==> src/rtl/uc_multiciclo.sv <==
// Multi-cycle control unit for the RV64 subset datapath: sequences
// FETCH/DECODE/EXEC/MEM/WB, with memory ready handshakes, wait watchdog, sticky trap and retire counter.
//
// state  | meaning
// FETCH  | wait for instruction word, latch IR on i_mem_ready
// DECODE | capture opcode, reject illegal encodings
// EXEC   | drive ALU; branches resolve and retire here
// MEM    | data read/write request held until d_mem_ready
// WB     | register write-back, PC+4, retire
// TRAP   | sticky fault, all enables off until reset
module uc_multiciclo #(
   parameter int CNT_W       = 16,
   parameter int MEM_TIMEOUT = 15
) (
   input  logic             clk,
   input  logic             reset,
   input  logic [6:0]       opcode,
   input  logic [2:0]       funct3,
   input  logic [3:0]       alu_flags,
   input  logic             i_mem_ready,
   input  logic             d_mem_ready,
   output logic             ir_we,
   output logic             pc_we,
   output logic             pc_src,
   output logic [3:0]       alu_cmd,
   output logic             alu_src,
   output logic             rf_we,
   output logic             rf_src,
   output logic             d_mem_re,
   output logic             d_mem_we,
   output logic             trap,
   output logic [1:0]       trap_cause,
   output logic [CNT_W-1:0] retired
);

   localparam logic [6:0] OP_R  = 7'b0110011;
   localparam logic [6:0] OP_I  = 7'b0010011;
   localparam logic [6:0] OP_LD = 7'b0000011;
   localparam logic [6:0] OP_S  = 7'b0100011;
   localparam logic [6:0] OP_B  = 7'b1100011;
   localparam logic [7:0] WAIT_LAST = 8'(MEM_TIMEOUT - 1);

   typedef enum logic [2:0] {FETCH, DECODE, EXEC, MEM, WB, TRAP} state_t;

   state_t           state, state_nx;
   logic [6:0]       op_q;
   logic [7:0]       wait_cnt, wait_nx;
   logic [1:0]       cause_q, cause_nx;
   logic [CNT_W-1:0] ret_q;
   logic             retire;
   logic             taken;
   logic             unused_flags;

   assign unused_flags = ^alu_flags[3:1];
   assign taken = ((funct3 == 3'b000) &&  alu_flags[0]) ||
                  ((funct3 == 3'b001) && !alu_flags[0]);

   always_ff @(posedge clk) begin
      if (reset) begin
         state    <= FETCH;
         op_q     <= '0;
         wait_cnt <= '0;
         cause_q  <= '0;
         ret_q    <= '0;
      end else begin
         state    <= state_nx;
         wait_cnt <= wait_nx;
         cause_q  <= cause_nx;
         if (state == DECODE) op_q <= opcode;
         if (retire) ret_q <= ret_q + {{(CNT_W-1){1'b0}}, 1'b1};
      end
   end

   always_comb begin
      state_nx = state;
      wait_nx  = wait_cnt;
      cause_nx = cause_q;
      retire   = 1'b0;
      ir_we    = 1'b0;
      pc_we    = 1'b0;
      pc_src   = 1'b0;
      alu_cmd  = 4'b0000;
      alu_src  = 1'b0;
      rf_we    = 1'b0;
      rf_src   = 1'b0;
      d_mem_re = 1'b0;
      d_mem_we = 1'b0;
      trap     = 1'b0;

      // ALU controls stay stable from EXEC through MEM and WB
      if (state == EXEC || state == MEM || state == WB) begin
         case (op_q)
            OP_I:       begin alu_cmd = 4'b0001; alu_src = 1'b1; end
            OP_LD, OP_S: begin alu_cmd = 4'b0010; alu_src = 1'b1; end
            OP_B:       alu_cmd = 4'b0011;
            default:    ;
         endcase
      end

      case (state)
         FETCH: begin
            ir_we = i_mem_ready;
            if (i_mem_ready) begin
               state_nx = DECODE;
               wait_nx  = '0;
            end else if (wait_cnt >= WAIT_LAST) begin
               state_nx = TRAP;
               cause_nx = 2'b10;
            end else begin
               wait_nx = wait_cnt + 8'd1;
            end
         end
         DECODE: begin
            case (opcode)
               OP_R, OP_I, OP_LD, OP_S, OP_B: state_nx = EXEC;
               default: begin
                  state_nx = TRAP;
                  cause_nx = 2'b01;
               end
            endcase
         end
         EXEC: begin
            case (op_q)
               OP_R, OP_I:  state_nx = WB;
               OP_LD, OP_S: state_nx = MEM;
               OP_B: begin
                  pc_we    = 1'b1;
                  pc_src   = taken;
                  retire   = 1'b1;
                  state_nx = FETCH;
               end
               default: state_nx = TRAP;
            endcase
         end
         MEM: begin
            d_mem_re = (op_q == OP_LD);
            d_mem_we = (op_q == OP_S);
            if (d_mem_ready) begin
               wait_nx = '0;
               if (op_q == OP_S) begin
                  pc_we    = 1'b1;
                  retire   = 1'b1;
                  state_nx = FETCH;
               end else begin
                  state_nx = WB;
               end
            end else if (wait_cnt >= WAIT_LAST) begin
               state_nx = TRAP;
               cause_nx = 2'b11;
            end else begin
               wait_nx = wait_cnt + 8'd1;
            end
         end
         WB: begin
            rf_we    = 1'b1;
            rf_src   = (op_q == OP_LD);
            pc_we    = 1'b1;
            retire   = 1'b1;
            state_nx = FETCH;
         end
         TRAP: trap = 1'b1;
         default: state_nx = FETCH;
      endcase

      // reset forces every output low in the same cycle it is asserted
      if (reset) begin
         ir_we    = 1'b0;
         pc_we    = 1'b0;
         pc_src   = 1'b0;
         alu_cmd  = 4'b0000;
         alu_src  = 1'b0;
         rf_we    = 1'b0;
         rf_src   = 1'b0;
         d_mem_re = 1'b0;
         d_mem_we = 1'b0;
         trap     = 1'b0;
      end
   end

   assign trap_cause = reset ? 2'b00 : cause_q;
   assign retired    = reset ? '0 : ret_q;

endmodule

==> config.mk <==
export PLATFORM = sky130hd
export DESIGN_NAME = uc_multiciclo
export DESIGN_NICKNAME = d
export VERILOG_FILES = /design/src/rtl/uc_multiciclo.sv
export SDC_FILE = /design/constraint.sdc
export NUM_CORES = 1
export LEC_CHECK = 0
export CAP_MARGIN = 20
export CORE_ASPECT_RATIO = 0.5
export CORE_UTILIZATION = 51
export CTS_BUF_LIST = sky130_fd_sc_hd__clkbuf_8
export DETAILED_ROUTE_END_ITERATION = 8
export PLACE_DENSITY = 0.82
export SYNTH_ARGS = -nofsm -noshare
export SYNTH_HDL_FRONTEND = slang
export SYNTH_SLANG_ARGS = --single-unit
==> constraint.sdc <==
create_clock -name clk -period 2.7 [get_ports clk]
set_input_delay 0.27 -clock clk [delete_from_list [all_inputs] [get_ports clk]]
set_output_delay 0.27 -clock clk [all_outputs]
set_load 0.01 [all_outputs]
==> metrics.md, run 1 <==
| Metric | Value |
|---|---|
| Initial core utilization | 56.3% |
| MaxCap Viol Count | 0 |
| IO Pins | 49 |
| Hold crit path type | in -> reg |
| Leakage | 0.932 nW |
| Die Y | 46.7 um |
| Switch share | 30.6% |
| Clock Root Buffer | clkbuf_8 |
| Critical path, cell by cell | nand4bb_1 -> a2111oi_4 -> nor2_4 -> nor2_1 -> clkdlybuf4s50_1 |
| Antenna-violating nets left | 0 |
| Vias per Instance | 5.50 |
| Final Cycle Share | 95.2% |
| Site Rows | 15 |
| DRT iter0 DRCs | 107 |
| DRC viols | 0 |
| Core Area | 3620 um^2 |
| Number of antenna diodes | 0 |
| Dpl cells | 343 |
| Top_reg_cell synth | dfxtp_1 |
| Area of the multi-input gates | 1210 um^2 |
| Fin cells | 350 |
| Reg2Reg Launch Point | op_q[3] |
| Post-CTS setup buffers | 0 |
| Worst EP arrival | 2300 ps |
| Final worst path period need | 2570 ps |
| Global-route wire length before repair | 7.51 mm |
| Area fraction of the dominant cell type after synthesis | 35.4% |
| Die area | 4270 um^2 |
| Max stage delay cell, worst path | a2111oi_4 |
| Gr usage total | 23.3% |
| Worst-Margin Slew | 516 ps |
| Sequential cell area | 722 um^2 |
| Total gr overflow | 0 |
| Fin nets | 320 |
| Placer Congestion | 0.903 |
| CP Buf/Inv Count | 1 |
| CTS tree | built |
| CTS clock-pin slew for the worst setup and hold paths | 70 ps |
| Area Overhead vs Synth | 26.3% |
| Min Hold Slack | 268 ps |
| Most frequent cells in the layout | clkdlybuf4s50_1 (42), dfxtp_1 (35), nor2_1 (28), nand2_1 (28), a21oi_1 (20) |
| Cell Area, Synth | 2040 um^2 |
| Levels on crit path | 5 |
| Synthesis warning total | 0 |
| Synth top area cells | dfxtp_1 (35%), nor2b_1 (5.5%), nand2_1 (5.2%), nor2_1 (5.2%), a21oi_1 (4.9%) |
| Setup TNS | 0 ps |
| Synth Area per Inst | 7.87 um^2 |
| Synthesized flop and latch total | 36 |
| Top delay family on crit path | compound AO/OA/AOI/OAI gates |
| Kind of critical path | reg -> out |
| Endpoints failing setup | 0 |
| Async S/R FF share, synth | 0% |
| Clock sinks | 36 |
| Sequential cell area fraction in the yosys report | 35.4% |
| Crit path required time | 2430 ps |
| Synth Instances | 259 |
| CP max FO | 7 |
| Worst setup endpoint | pc_we |
| Maximum buffer depth of the clock tree | 2 |
| Final wirelength | 4.76 mm |
| Fmax | 0.389 GHz |
| Num CTS Buffers | 5 |
| R2r setup slk | 410 ps |
| Sequential share of power | 49.7% |
| Die width | 91.4 um |
| Fin. max-slew vios | 0 |
| Pin count of the biggest net entering global routing | 45 |
| # H-tree levels | 2 |
| Port buffer count | 43 |
| Worst relative slew slack | 64.7% |
| Switch Pwr | 0.000372 W |
| Clk network pwr share | 29.9% |
| Total number of vias | 1,925 |
| Logic pwr share | 20.4% |
| EDFF count, synth | 0 |
| Fillers | 289 |
| Final Skew | 5.91 ps |
| Final hold viol count | 0 |
| Clk_lat worst skew | 300 ps |
| R2R cell count | 6 |
| Antenna violations before repair | 0 |
| Worst path max stage delay | 580 ps |
| Crit path from | op_q[3] |
| Reg-to-reg endpoint | ret_q[13] |
| Crit path launch type | register |
| Share of layout cells above drive strength 1 | 6.69% |
| Drt wl/cell | 13.6 um |
| Post-DP HPWL | 3.46 mm |
| 1st-pass router iterations | 4 |
| RSZ-0062 raised after global routing | no |
| PwrDens | 472 nW/um^2 |
| Status | completed |
| Most common cell after layout, fill and taps aside | clkdlybuf4s50_1 |
| Largest area contributor in the netlist | dfxtp_1 |
| Worst setup EP type | output pin |
| Vias in the first global route | 1,718 |
| Library cells used by synthesis | 49 |
| VDD IR-drop max | 280 uV |
| Cell-internal power | 0.000845 W |
## worst min-delay path by stage
stage | start | endpoint | depth (start not counted)
floorplan | opcode[2] | op_q[2] | 2
global placement | op_q[3] | op_q[3] | 2
detailed placement | wait_cnt[5] | wait_cnt[5] | 1
CTS | reset | op_q[4] | 2
global route | reset | op_q[4] | 2
finish | reset | op_q[4] | 2
## power by group through the flow
stage	Clock (W)	Combinational [W]	Sequential, W
global route	0.000390	0.000273	0.000609
floorplan	0	0.000188	0.000589
detailed placement	0	0.000246	0.000615
global placement	0	0.000236	0.000612
finish	0.000364	0.000248	0.000605
CTS	0.000368	0.000247	0.000603
## cells by family (layout without fill, tap and decap cells)
family,after synthesis,after routing,synth area share (%)
and+or+nand+nor,130,130,34.3
xor gates and xnor gates,11,11,4.73
buffers and inverters,25,64,5.40
muxes,2,2,1.04
DFF,36,36,35.4
adders and majority gates,3,3,1.84
AOI/OAI and AO/OA,51,51,17.1
other,1,2,0.184
## worst register-to-register path: stages (launching register included)
cell,delay (ps)
dfxtp_1,310
nand4bb_1,410
a2111oi_4,590
buf_4,250
o21ai_1,100
or4_1,410
a21oi_1,160
## flip-flops by register name, indices dropped and copies added, names as in the netlist
| signal | flops |
|---|---|
| ret_q | 16 |
| wait_cnt | 8 |
| op_q | 7 |
| state | 3 |
| cause_q | 2 |
## synthesized netlist by cell type, types with 2 or more instances
cell	number
clkbuf_1	6
or3_1	3
buf_1	4
nor2b_1	18
a211oi_1	2
ha_1	3
nor4_1	5
xor2_1	9
o41ai_1	2
buf_4	3
a21oi_1	20
o31ai_1	3
dfxtp_1	36
o21a_1	2
xnor2_1	2
buf_2	4
and3_1	4
inv_1	8
nor3_1	9
nand2b_1	8
nand3_1	3
and2_1	7
o211ai_1	3
a31oi_1	2
or4_1	6
nor2_1	28
nand2_1	28
o21ai_0	7
and4_1	3
o2111ai_1	2
## what timing repair did
item	4_1_cts	5_1_grt
hold buffers	0	0
gates resized for setup	0	1
endpoints found under the setup margin	0	1
## cell type report
type,instances,share of cell area [%]
Tap cell,51,2.48
Inverter,8,1.17
Timing Repair Buffer,49,18.3
Sequential cell,36,28.0
Multi-Input combinational cell,199,47.0
Clock buffer,5,2.67
Clock inverter,2,0.340
## per-layer routing
layer	global-route usage (%)	share of wire [%]
met5	0	0
met4	12.1	1.7
met1	28.1	46
met2	40.6	46
met3	5.94	5.7
## through the flow
| step | cell area (um^2) | total power, W | worst slack (ps) | util [%] |
|---|---|---|---|---|
| 6_report | 2570 | 0.00122 | 131 | 71.1 |
| 5_1_grt | 2570 | 0.00127 | 30.8 | 71.1 |
| 4_1_cts | 2570 | 0.00122 | 78.6 | 71.1 |
| 3_5_place_dp | 2500 | 0.000861 | 233 | 68.9 |
| 3_3_place_gp | 2500 | 0.000849 | 275 | 68.9 |
| 2_1_floorplan | 2040 | 0.000777 | 728 | - |
No activity file was read; power rests on OpenSTA's default activity.
==> run 2: changes to the inputs <==
--- a/config.mk
+++ b/config.mk
@@ -7,10 +7,10 @@
 export LEC_CHECK = 0
 export CAP_MARGIN = 20
 export CORE_ASPECT_RATIO = 0.5
-export CORE_UTILIZATION = 51
+export CORE_UTILIZATION = 30
 export CTS_BUF_LIST = sky130_fd_sc_hd__clkbuf_8
 export DETAILED_ROUTE_END_ITERATION = 8
-export PLACE_DENSITY = 0.82
+export PLACE_DENSITY_LB_ADDON = 0.12
 export SYNTH_ARGS = -nofsm -noshare
 export SYNTH_HDL_FRONTEND = slang
 export SYNTH_SLANG_ARGS = --single-unit
==> metrics.md, run 2 (synthesized netlist as in run 1, its figures left out) <==
| Metric | Value |
|---|---|
| Status | completed |
| Core Area | 6310 um^2 (+74%) |
| Final hold viol count | 0 (unchanged) |
| Vias in the first global route | 1,711 (-0.41%) |
| Area Overhead vs Synth | 30.1% |
| Clock Root Buffer | clkbuf_8 |
| Final Skew | 5.94 ps (+0.0300 ps) |
| Setup TNS | 0 ps (unchanged) |
| Hold_buf cts | 0 (unchanged) |
| MaxCap Viol Count | 0 (unchanged) |
| Post-place setup slack | 276 ps (+43.2 ps) |
| Reg2Reg Launch Point | state[1] |
| Crit path required time | 2430 ps (about the same) |
| Fmax | 0.404 GHz (+3.9%) |
| CTS tree | built |
| DRC viols | 0 (unchanged) |
| Antenna-violating nets left | 0 (unchanged) |
| Final worst path period need | 2470 ps (-96.8 ps) |
| Min Hold Slack | 338 ps (+70.1 ps) |
| Vias per Instance | 4.89 (-11%) |
| VDD IR-drop max | 193 uV (-31%) |
| RSZ-0062 raised after global routing | no |
| Util after Layout | 42.0% (-29 points) |
| Total number of vias | 1,904 (-1.1%) |
| Die Y | 60.3 um (+29%) |
| Crit path launch type | register |
| Post-DP HPWL | 3.66 mm (+5.7%) |
| Num CTS Buffers | 5 (unchanged) |
| PnR worst setup slack | 227 ps (+96.8 ps) |
| Maximum buffer depth of the clock tree | 2 (unchanged) |
| Worst setup EP type | output pin |
| PwrDens | 477 nW/um^2 (+0.88%) |
| Most frequent cells in the layout | clkdlybuf4s50_1 (42), dfxtp_1 (36), nor2_1 (28), nand2_1 (28), a21oi_1 (20) |
| 1st-pass router iterations | 4 (unchanged) |
| Largest regs | ret_q x16, wait_cnt x8, op_q x7 |
| Clk_lat worst skew | 300 ps (about the same) |
| Clock sinks | 36 (unchanged) |
| Worst EP arrival | 2200 ps (-100 ps) |
| Drt wl/cell | 12.8 um (-5.5%) |
| Reg-to-reg endpoint | ret_q[15] |
| Pin count of the biggest net entering global routing | 40 (-11%) |
| Endpoints failing setup | 0 (unchanged) |
| Post-CTS setup buffers | 0 (unchanged) |
| Final Cycle Share | 91.6% (-3.6 points) |
| Dpl cells | 381 (+11%) |
| Share of layout cells above drive strength 1 | 7.64% (+0.95 points) |
| Met2 usage | 24.2% (-16 points) |
| CTS clock-pin slew for the worst setup and hold paths | 80 ps (about the same) |
| Worst-Margin Slew | 543 ps (+27.0 ps) |
| Fin nets | 321 (+0.31%) |
| Leakage | 0.941 nW (+0.94%) |
| Fin. max-slew vios | 0 (unchanged) |
| Fin cells | 389 (+11%) |
| Crit path from | op_q[3] |
| Antenna violations before repair | 0 (unchanged) |
| Port buffer count | 43 (unchanged) |
| GR Util met1 | 18.6% (-9.5 points) |
| Site Rows | 20 (+5) |
| Most common cell after layout, fill and taps aside | clkdlybuf4s50_1 |
| Worst setup endpoint | d_mem_re |
| Initial core utilization | 32.3% (-24 points) |
| Number of flip-flops in the largest register | 16 (unchanged) |
| Number of antenna diodes | 0 (unchanged) |
| DRT iter0 DRCs | 101 (-5.6%) |
| Gr usage total | 14.7% (-8.6 points) |
| Biggest register | ret_q |
| Total gr overflow | 0 (unchanged) |
| Post_cts resized | 0 (unchanged) |
| Global-route wire length before repair | 8.14 mm (+8.4%) |
| Die area | 7150 um^2 (+67%) |
| GRT met3 Usage | 3.82% (-2.1 points) |
| # H-tree levels | 2 (unchanged) |
| Placer Congestion | 0.753 (-17%) |
| R2r setup slk | 570 ps (+160 ps) |
| Worst relative slew slack | 62.9% (-1.8 points) |
| IO Pins | 49 (unchanged) |
| CP max FO | 7 (unchanged) |
| Gr busiest metal | met2 |
| Die width | 119 um (+30%) |
| Kind of critical path | reg -> out |
| Hold crit path type | in -> reg |
| Final wirelength | 5.00 mm (+5.0%) |
| R2R cell count | 6 (unchanged) |
[run 2: cell count changes in the layout (fill, tap and decap cells not counted)]
cell,previous run,this run
buf_4,6,7
clkinv_2,1,0
nand4bb_1,1,0
nand4bb_2,0,1
dfxtp_1,35,36
clkbuf_8,5,6
dfxtp_2,1,0
clkinvlp_4,0,1
nand2b_2,0,1
nand2b_1,8,7
[run 2: stage by stage]
stage	instance area (um^2)	power, W
3_5_place_dp	2550	0.000867
6_report	2650	0.00126
4_1_cts	2640	0.00128
5_1_grt	2650	0.00134
2_1_floorplan	2040	0.000777
3_3_place_gp	2550	0.000862
[run 2: worst min path at each step]
| stage | cells past startpoint | start | slack (ps) | end |
|---|---|---|---|---|
| 2_1_floorplan | 2 | opcode[2] | 410 | op_q[2] |
| 3_3_place_gp | 2 | op_q[3] | 440 | op_q[3] |
| 3_5_place_dp | 1 | wait_cnt[7] | 450 | wait_cnt[7] |
| 4_1_cts | 2 | reset | 350 | op_q[6] |
| 5_1_grt | 2 | reset | 350 | op_q[6] |
| 6_report | 2 | reset | 340 | op_q[6] |
[run 2: layer usage]
layer	vias to the layer above	wire length (um)
met5	-	0
met4	0	72
met2	28	2230
met1	888	2510
li1	980	-
met3	8	177
[run 2: final cells by class]
cell class	count	area [um^2]
Multi-Input combinational cell	199	1220
Sequential cell	36	721
Clock buffer	6	82.6
Timing Repair Buffer	50	478
Tap cell	88	110
Clock inverter	2	11.3
Inverter	8	30.0
Fill cell	661	3650
[run 2: report_power, final]
part           internal (W)  switching (W)
Sequential         0.000560      0.0000370
Combinational      0.000117       0.000139
Clock              0.000204       0.000206
Total              0.000881       0.000383
[run 2: critical path, stage by stage, from the launching register on]
cell and delay, ps:
dfxtp_1 310, nand4bb_2 360, or3_1 400, nor4_1 230, clkdlybuf4s50_1 600
==> run 3: changes to the inputs <==
--- a/config.mk
+++ b/config.mk
@@ -11,6 +11,7 @@
 export CTS_BUF_LIST = sky130_fd_sc_hd__clkbuf_8
 export DETAILED_ROUTE_END_ITERATION = 8
 export PLACE_DENSITY_LB_ADDON = 0.12
+export SLEW_MARGIN = 30
 export SYNTH_ARGS = -nofsm -noshare
 export SYNTH_HDL_FRONTEND = slang
 export SYNTH_SLANG_ARGS = --single-unit
==> results of run 3 <==
Final layout, timing and power as in run 2 (identical DEF).
